File: src/rtl/led_scan_decoder.sv
// Receive-side decoder for the bouncing one-hot LED scanner bus: tracks position, direction and end-stop bounces.
// Optional `LED_SCAN_RESYNC_EN: saturating error counter and ERROR -> TRACK recovery on the next legal sample.
module led_scan_decoder #(
  parameter int unsigned BOUNCE_W = 8
) (
  input  logic                inclk,
  input  logic                reset,
  input  logic [7:0]          led,
  input  logic                led_valid,
  output logic [2:0]          pos,
  output logic                pos_valid,
  output logic                dir,
  output logic                step,
  output logic                bounce,
  output logic [BOUNCE_W-1:0] bounce_count,
  output logic                err
);

  typedef enum logic [1:0] {IDLE, TRACK, ERROR} state_t;

  localparam logic [BOUNCE_W-1:0] COUNT_ONE = {{(BOUNCE_W-1){1'b0}}, 1'b1};

  state_t              state, state_nxt;
  logic [2:0]          pos_nxt;
  logic                pos_valid_nxt;
  logic                dir_nxt;
  logic                dir_known, dir_known_nxt;
  logic                step_nxt;
  logic                bounce_nxt;
  logic [BOUNCE_W-1:0] bounce_count_nxt;
  logic                err_nxt;
  logic                enter_err;

  logic                one_hot;
  logic [2:0]          idx;
  logic                move_up, move_down, new_dir, at_end;

  always_comb begin
    idx = '0;
    for (int unsigned i = 0; i < 8; i++) begin
      if (led[i]) idx = i[2:0];
    end
  end

  assign one_hot   = (led != '0) && ((led & (led - 8'd1)) == '0);
  assign move_up   = (pos != 3'd7) && (idx == pos + 3'd1);
  assign move_down = (pos != 3'd0) && (idx == pos - 3'd1);
  assign new_dir   = move_down;
  // A reversal is only legal when leaving the end the scanner was travelling toward.
  assign at_end    = ((pos == 3'd7) && !dir) || ((pos == 3'd0) && dir);

  always_comb begin
    state_nxt        = state;
    pos_nxt          = pos;
    pos_valid_nxt    = pos_valid;
    dir_nxt          = dir;
    dir_known_nxt    = dir_known;
    step_nxt         = 1'b0;
    bounce_nxt       = 1'b0;
    bounce_count_nxt = bounce_count;
    err_nxt          = err;
    enter_err        = 1'b0;

    case (state)
      IDLE: begin
        if (led_valid) begin
          if (one_hot) begin
            pos_nxt       = idx;
            pos_valid_nxt = 1'b1;
            state_nxt     = TRACK;
          end else begin
            enter_err = 1'b1;
          end
        end
      end
      TRACK: begin
        if (led_valid) begin
          if (!one_hot) begin
            enter_err = 1'b1;
          end else if (idx == pos) begin
            state_nxt = TRACK;
          end else if (move_up || move_down) begin
            if (!dir_known) begin
              pos_nxt       = idx;
              step_nxt      = 1'b1;
              dir_nxt       = new_dir;
              dir_known_nxt = 1'b1;
            end else if (new_dir == dir) begin
              pos_nxt  = idx;
              step_nxt = 1'b1;
            end else if (at_end) begin
              pos_nxt    = idx;
              step_nxt   = 1'b1;
              dir_nxt    = new_dir;
              bounce_nxt = 1'b1;
              if (bounce_count != '1) bounce_count_nxt = bounce_count + COUNT_ONE;
            end else begin
              enter_err = 1'b1;
            end
          end else begin
            enter_err = 1'b1;
          end
        end
      end
      ERROR: begin
`ifdef LED_SCAN_RESYNC_EN
        if (led_valid && one_hot) begin
          pos_nxt       = idx;
          pos_valid_nxt = 1'b1;
          dir_known_nxt = 1'b0;
          state_nxt     = TRACK;
        end
`endif
      end
      default: state_nxt = IDLE;
    endcase

    if (enter_err) begin
      err_nxt       = 1'b1;
      pos_valid_nxt = 1'b0;
      state_nxt     = ERROR;
    end
  end

  always_ff @(posedge inclk) begin
    if (reset) begin
      state        <= IDLE;
      pos          <= '0;
      pos_valid    <= 1'b0;
      dir          <= 1'b0;
      dir_known    <= 1'b0;
      step         <= 1'b0;
      bounce       <= 1'b0;
      bounce_count <= '0;
      err          <= 1'b0;
    end else begin
      state        <= state_nxt;
      pos          <= pos_nxt;
      pos_valid    <= pos_valid_nxt;
      dir          <= dir_nxt;
      dir_known    <= dir_known_nxt;
      step         <= step_nxt;
      bounce       <= bounce_nxt;
      bounce_count <= bounce_count_nxt;
      err          <= err_nxt;
    end
  end

`ifdef LED_SCAN_RESYNC_EN
  logic [BOUNCE_W-1:0] err_count;

  always_ff @(posedge inclk) begin
    if (reset) begin
      err_count <= '0;
    end else if (enter_err && (err_count != '1)) begin
      err_count <= err_count + COUNT_ONE;
    end
  end
`endif

endmodule

File: config.mk
export PLATFORM = sky130hd
export DESIGN_NAME = led_scan_decoder
export DESIGN_NICKNAME = d
export VERILOG_FILES = /design/src/rtl/led_scan_decoder.sv
export SDC_FILE = /design/constraint.sdc
export NUM_CORES = 1
export LEC_CHECK = 0
export ABC_AREA = 1
export BUFFER_PORTS_ARGS = -buffer_cell sky130_fd_sc_hd__buf_2
export CAP_MARGIN = 20
export CELL_PAD_IN_SITES_DETAIL_PLACEMENT = 0
export CELL_PAD_IN_SITES_GLOBAL_PLACEMENT = 1
export CORE_MARGIN = 2
export CORE_UTILIZATION = 35
export DETAILED_ROUTE_END_ITERATION = 7
export PLACE_DENSITY = 0.78
export SLEW_MARGIN = 0
export SYNTH_ARGS = -nofsm -noshare
export SYNTH_HDL_FRONTEND = slang
export SYNTH_SLANG_ARGS = --single-unit
File: constraint.sdc
create_clock -name inclk -period 2 [get_ports inclk]
set_input_delay 0.4 -clock inclk [delete_from_list [all_inputs] [get_ports inclk]]
set_output_delay 0.4 -clock inclk [all_outputs]
set_load 0.005 [all_outputs]
# Word-level counts from Yosys, hierarchy flattened

Cells that the tools add are included.

Register bits: 19
Latch bits: 0
Bits in writable memories: 0
Memory bits (read-only): 0
Input bits: 11
Output and inout bits: 16
Logic and storage cells: 112
Memories: 0

Add/subtract/negate cells: 4
Multiply operators: 0
Div/mod/pow operators: 0
Order comparisons: 0
Equal/unequal tests: 25
Shift operators: 0
Muxes and demuxes: 40
Bitwise gates (word level): 9
Reduce and logical (&&, ||, !) cells: 24

Operators by type and width:

| cell                                              | count |
|---|---|
| 2-to-1 mux 3 bit                                  | 15 |
| inequality test 2 bit (second input constant)     | 9 |
| inequality test 3 bit (second input constant)     | 6 |
| 2-to-1 mux 1 bit                                  | 16 |
| 2-to-1 mux 2 bit                                  | 6 |
| AND reduction 6 bit                               | 2 |
| == test 3 bit                                     | 3 |
| AND reduction 9 bit                               | 1 |
| adder 8 x 1 -> 8 bit (second input constant)      | 1 |
| bitwise AND 8 bit                                 | 1 |
| logical NOT 8 bit                                 | 1 |
| inequality test 8 bit (second input constant)     | 1 |
| NOT 1 bit                                         | 8 |
| AND reduction 8 bit                               | 1 |
| nonzero test 8 bit                                | 1 |
| OR reduction 8 bit                                | 1 |
| subtractor 8 x 1 -> 8 bit (second input constant) | 1 |
| AND reduction 7 bit                               | 1 |
| one-hot mux 2 bit (3 select lines)                | 1 |
| one-hot mux 3 bit (2 select lines)                | 1 |
| OR reduction 6 bit                                | 1 |
| logical AND 1 bit                                 | 5 |
| AND reduction 5 bit                               | 1 |
| inequality test 4 bit (second input constant)     | 1 |
| 16 further kinds                                  | 17 |

# Longest topological paths before layout

Depth in word-level cells: 19
Gate-level depth with buffers: 17
Depth with buffers taken out: 17

# Least setup slack after synthesis

OpenSTA, ideal clock, no wires.

Path kind: reg-to-reg
Start: reg pos[0]
End: reg bounce_count[0]
Setup time: 0.132 ns
Arrival time: 1.820 ns
Data required time: 1.868 ns
Slack: 0.048 ns
Cell stages (with the launch flop): 14
Path buffers: 0
Period minus slack after synthesis: 1.952 ns
Cell sequence: dfxtp_1 > inv_1 > ha_1 > xnor2_1 > nand2b_1 > nand2_2 > nor2_4 > nand3_2 > nand2_2 > nand3_4 > nor2_8 > nand3_4 > nand2_1 > a21oi_1

Cells in the longest elaborated chain, start to end: 6
Elaborated cells between the ends (all ways): 19
Classes of those cells: add/sub: 2; eq/ne: 6; bitwise: 2; reduce/logical: 9

Ends and longest elaborated chain:

| element                           | line | RTL |
|---|---|---|
| from (decl)                       | 10   | `output logic [2:0] pos,` |
| from (signal assigned)            | 138  | `pos <= pos_nxt;` |
| subtractor 3 x 1 -> 3 bit         | 47   | `assign move_down = (pos != 3'd0) && (idx == pos - 3'd1);` |
| == test 3 bit                     | 47   |  |
| logical AND 1 bit                 | 47   |  |
| == test 1 bit                     | 88   | `end else if (new_dir == dir) begin` |
| NOT 1 bit (no line)               | n/a  |  |
| AND reduction 9 bit (no line) (*) | n/a  |  |
| to (signal assigned)              | 144  | `bounce_count <= bounce_count_nxt;` |
| to (decl)                         | 15   | `output logic [BOUNCE_W-1:0] bounce_count,` |

Every way passes the cells marked *; elsewhere a longest branch is shown, timed or not.
A chain may end at the register's enable or synchronous reset.

# Worst setup path after layout

Same ends and word-level chain as after synthesis.

==> out/summary.md <==
The run gives 2.40 mm as the HPWL after detailed placement. The first global-routing pass estimated 5.12 mm of wire. Number of maximum-capacitance violations: 0. The area growth from synthesis to layout is 33.1%.

The average wire per cell in the routed design works out to 10.4 µm. The type of the setup path with the least slack was flop to flop. Data on the critical path arrives at its endpoint at 2.14 ns.

The slowest stage of the critical path belongs to the cell dfxtp_4. Dividing the synthesized area by the synthesized cell count gives 6.96 µm². Based on the critical path, the design can be clocked at up to 0.501 GHz. After the last flow step, the layout net total stands at 258. The worst-case IR drop observed on VDD is 0.000434 V.

Of the synthesized area, sequential elements account for 27.1%. The run gives 0.446 ns as the worst hold slack. Row generation in the floorplan step produced 23 rows.

Clock-pin slew was measured on the worst setup and hold paths at 0.07 ns. The repair_antennas step left the layout with diodes totalling 0. The number of standard cells after synthesis was 202; the die outline height was 67.4 µm.

At the end of routability-driven placement, the weighted congestion stood at 0.822. TritonCTS built the clock tree. The most used cell along the critical path is nand2_1. The tree is rooted in a clkbuf_8. The sum of overflow across all layers after global routing was 0; the count of different cell masters after synthesis was 30.

Setup repair after global routing could not meet its margin everywhere. In this run the count of I/O pins placed on the die edge is 27. The logs give 0 for the number of antenna violations at the first check in global routing and 1189 for the number of global-route vias before repair.

Cells with a size suffix above 1 make up 35.3% of the layout. The transition time at the pin with the least slew margin is 0.311 ns, and the final antenna-violating net count is 0. The critical path goes through ha_2 > ha_4 > inv_1 > nand2_1 > nand3b_1 > nor2_2 > o21ai_1 > nor3_4 > buf_12 > nand3_4 > nand2_1 > a21oi_1. The number of setup violations in the final report came out at 0. Overall power consumption after layout is estimated at 0.744 mW.

After detailed placement, the total cell area comes to 1670 µm². The total power divided by cell area came out at 398 nW/µm². Counting flops and latches in the post-synthesis netlist gives 19. The analysis attributes to cell leakage a power of 0.866 nW. The capturing element type of the critical path is a flop. Once the floorplan was initialized, standard cells occupied 35.6% of the core. For the maximum number of pins on one net before global-route repair, the log shows 16.

The pre-antenna-repair detailed-routing pass consisted of 4 iterations. The post-route clock period utilization works out to 99.8%. STA classifies the critical path startpoint as a flop.

For the final cell area excluding filler cells, the log shows 1870 µm². The core region area came out at 3940 µm². In the routed layout, each cell is associated on average with a via count of 4.65. The clock net sink count is 19. The worst path needs 2.00 ns of the cycle, external delays included. At the later pin of the worst-skew pair, clock insertion delay measures 0.26 ns. The number of input and output port buffers inserted works out to 26. Clock tree synthesis inserted a total of 3 buffers. The floorplan step set the die width to 67.4 µm. The logs give 2.14 ns for the required time of the worst setup path and 0 for the post-cts hold buffer count.

For this run, design rule violations remaining after detail routing come to 0. Of all nets on the critical path, the largest fanout is 9. The synthesized netlist occupies a cell area of 1410 µm². Class of the tightest hold or removal check: flop to flop. The worst pin sits at a relative slew slack of 79.1%. The biggest cell delay along the critical path was 0.37 ns.

For this run, the number of Yosys warnings is 0. The tools report the fill cell total of the finished layout as 398. The tools report the setup clock skew after layout as 0.00489 ns. The run finished with clean final reports.

The tools report the hold violation total from the final report as 0. For this block, the via count after detailed routing is 1354. The global routing usage summed across all routing layers is 14.6%, and the deepest level of the CTS H-tree is 1. Count of final max-slew check failures: 0.

In this run the deepest clock path goes through 2 buffers. The number of nets handed over by synthesis was 218. The floorplan step defined a die boundary enclosing 4540 µm². After the first detailed-routing iteration, the DRC count stood at 48. The tools report the total wire length as 3.02 mm.
-- logic make-up (layout without fill, tap and decap cells) --
logic type / Yosys count / after routing / synth area share (%)
buf+inv: 34 / 72 / 9.17
xor+xnor: 9 / 9 / 5.61
fa+ha+maj: 5 / 5 / 4.45
compound gates: 25 / 25 / 9.44
flops: 19 / 19 / 27.1
simple gates: 110 / 111 / 44.3
-- area by class of cell --
| type | count | area, µm² | area share (%) |
|---|---|---|---|
| timing repair buffer | 36 | 218 | 11.6 |
| inverter | 32 | 128 | 6.82 |
| sequential | 19 | 388 | 20.7 |
| clock inverter | 1 | 5.00 | 0.268 |
| clock buffer | 3 | 41.3 | 2.21 |
| tap | 50 | 62.6 | 3.34 |
| multi-input combinational | 150 | 1030 | 55.0 |
-- power by group --
group	internal [mW]	total, mW	leakage, nW	switching (mW)
registers	0.380	0.383	0.155	0.00300
clock network	0.138	0.265	0.0255	0.127
logic	0.0353	0.0962	0.686	0.0609
-- layout by cell type (no fill, tap or decap), drive strengths merged --
cell type  count
a21oi         19
dfxtp         19
nor2          16
xnor2          3
o21ai          6
nand2b         1
nand3b         2
inv           32
clkinv         1
nand4         11
nand2         55
nand3         20
clkbuf         3
nor3           5
xor2           6
nor4           1
ha             5
buf           36
-- through the flow --
| step | setup TNS (ns) | instances | worst slack, ns | util [%] |
|---|---|---|---|---|
| floorplan | 0 | 202 | 0.0477 | - |
| global placement | -0.119 | 285 | -0.0178 | 42.3 |
| detailed placement | -0.310 | 285 | -0.0386 | 42.3 |
| CTS | 0 | 291 | 0.00486 | 44.6 |
| global route | -0.654 | 291 | -0.0819 | 47.4 |
| finish | 0 | 291 | 0.00428 | 47.4 |
-- final timing paths --
| check | start | to | slack [ns] | cells after the start |
|---|---|---|---|---|
| setup / recovery | pos[0]$_SDFFE_PP0P_ | bounce_count[0]$_SDFFE_PP0P_ | 0.004 | 12 |
| hold / removal | err$_SDFFE_PP0P_ | err$_SDFFE_PP0P_ | 0.45 | 2 |
| setup reg to reg | pos[0]$_SDFFE_PP0P_ | bounce_count[0]$_SDFFE_PP0P_ | 0.004 | 12 |
| hold reg to reg | err$_SDFFE_PP0P_ | err$_SDFFE_PP0P_ | 0.45 | 2 |
-- state kept, by name (all words and copies together), names as in the netlist --
signal / flops
bounce: 1
bounce_count: 8
dir: 1
dir_known: 1
err: 1
pos: 3
pos_valid: 1
state: 2
step: 1
-- layer usage --
metal / wire length [µm] / track usage (%) / vias up
met3: 122 / 3.50 / 5
met2: 1380 / 23.5 / 18
met5: 0 / 0 / -
li1: - / - / 738
met4: 15 / 3.06 / 0
met1: 1510 / 19.8 / 593
-- critical path: cells and delay by family (launching register included) --
kind                     cells  cell delay [ns]
AO/OA/AOI/OAI                2             0.17
adder cells (fa/ha/maj)      2             0.47
buffers and inverters        2             0.18
flip-flops                   1             0.37
AND/OR/NAND/NOR              6             0.68
-- cells in the mapped netlist --
cell / count / share of area [%]
nor2_4: 3 / 2.4
a21oi_2: 1 / 0.62
nand2b_1: 1 / 0.45
nand4_1: 11 / 4.9
o21ai_1: 1 / 0.36
nand3_2: 4 / 2.8
clkbuf_1: 1 / 0.27
inv_1: 30 / 8.0
xnor2_1: 3 / 1.9
nor3_2: 2 / 1.4
nand3b_1: 2 / 1.1
buf_2: 1 / 0.36
o21ai_0: 4 / 1.4
ha_1: 5 / 4.5
nand2_4: 1 / 0.80
xor2_1: 6 / 3.7
nor2_1: 10 / 2.7
nor3_1: 2 / 0.71
nand3_1: 14 / 5.0
dfxtp_1: 19 / 27
nor3_4: 1 / 1.2
nor2_2: 1 / 0.45
nand2_2: 9 / 4.0
inv_2: 2 / 0.53
a21oi_1: 18 / 6.4
nand2_1: 45 / 12
o21ai_2: 1 / 0.62
nor4_1: 1 / 0.45
nor2_8: 1 / 1.4
nand3_4: 2 / 2.5
-- timing repair --
action | in CTS | in global routing
setup endpoints to repair | 11 | 17
resized for setup | 7 | 23
gates cloned | 1 | 0
setup buffers | 1 | 0
pin swaps | 7 | 11
Note: power is estimated with default switching activity, not from simulation.
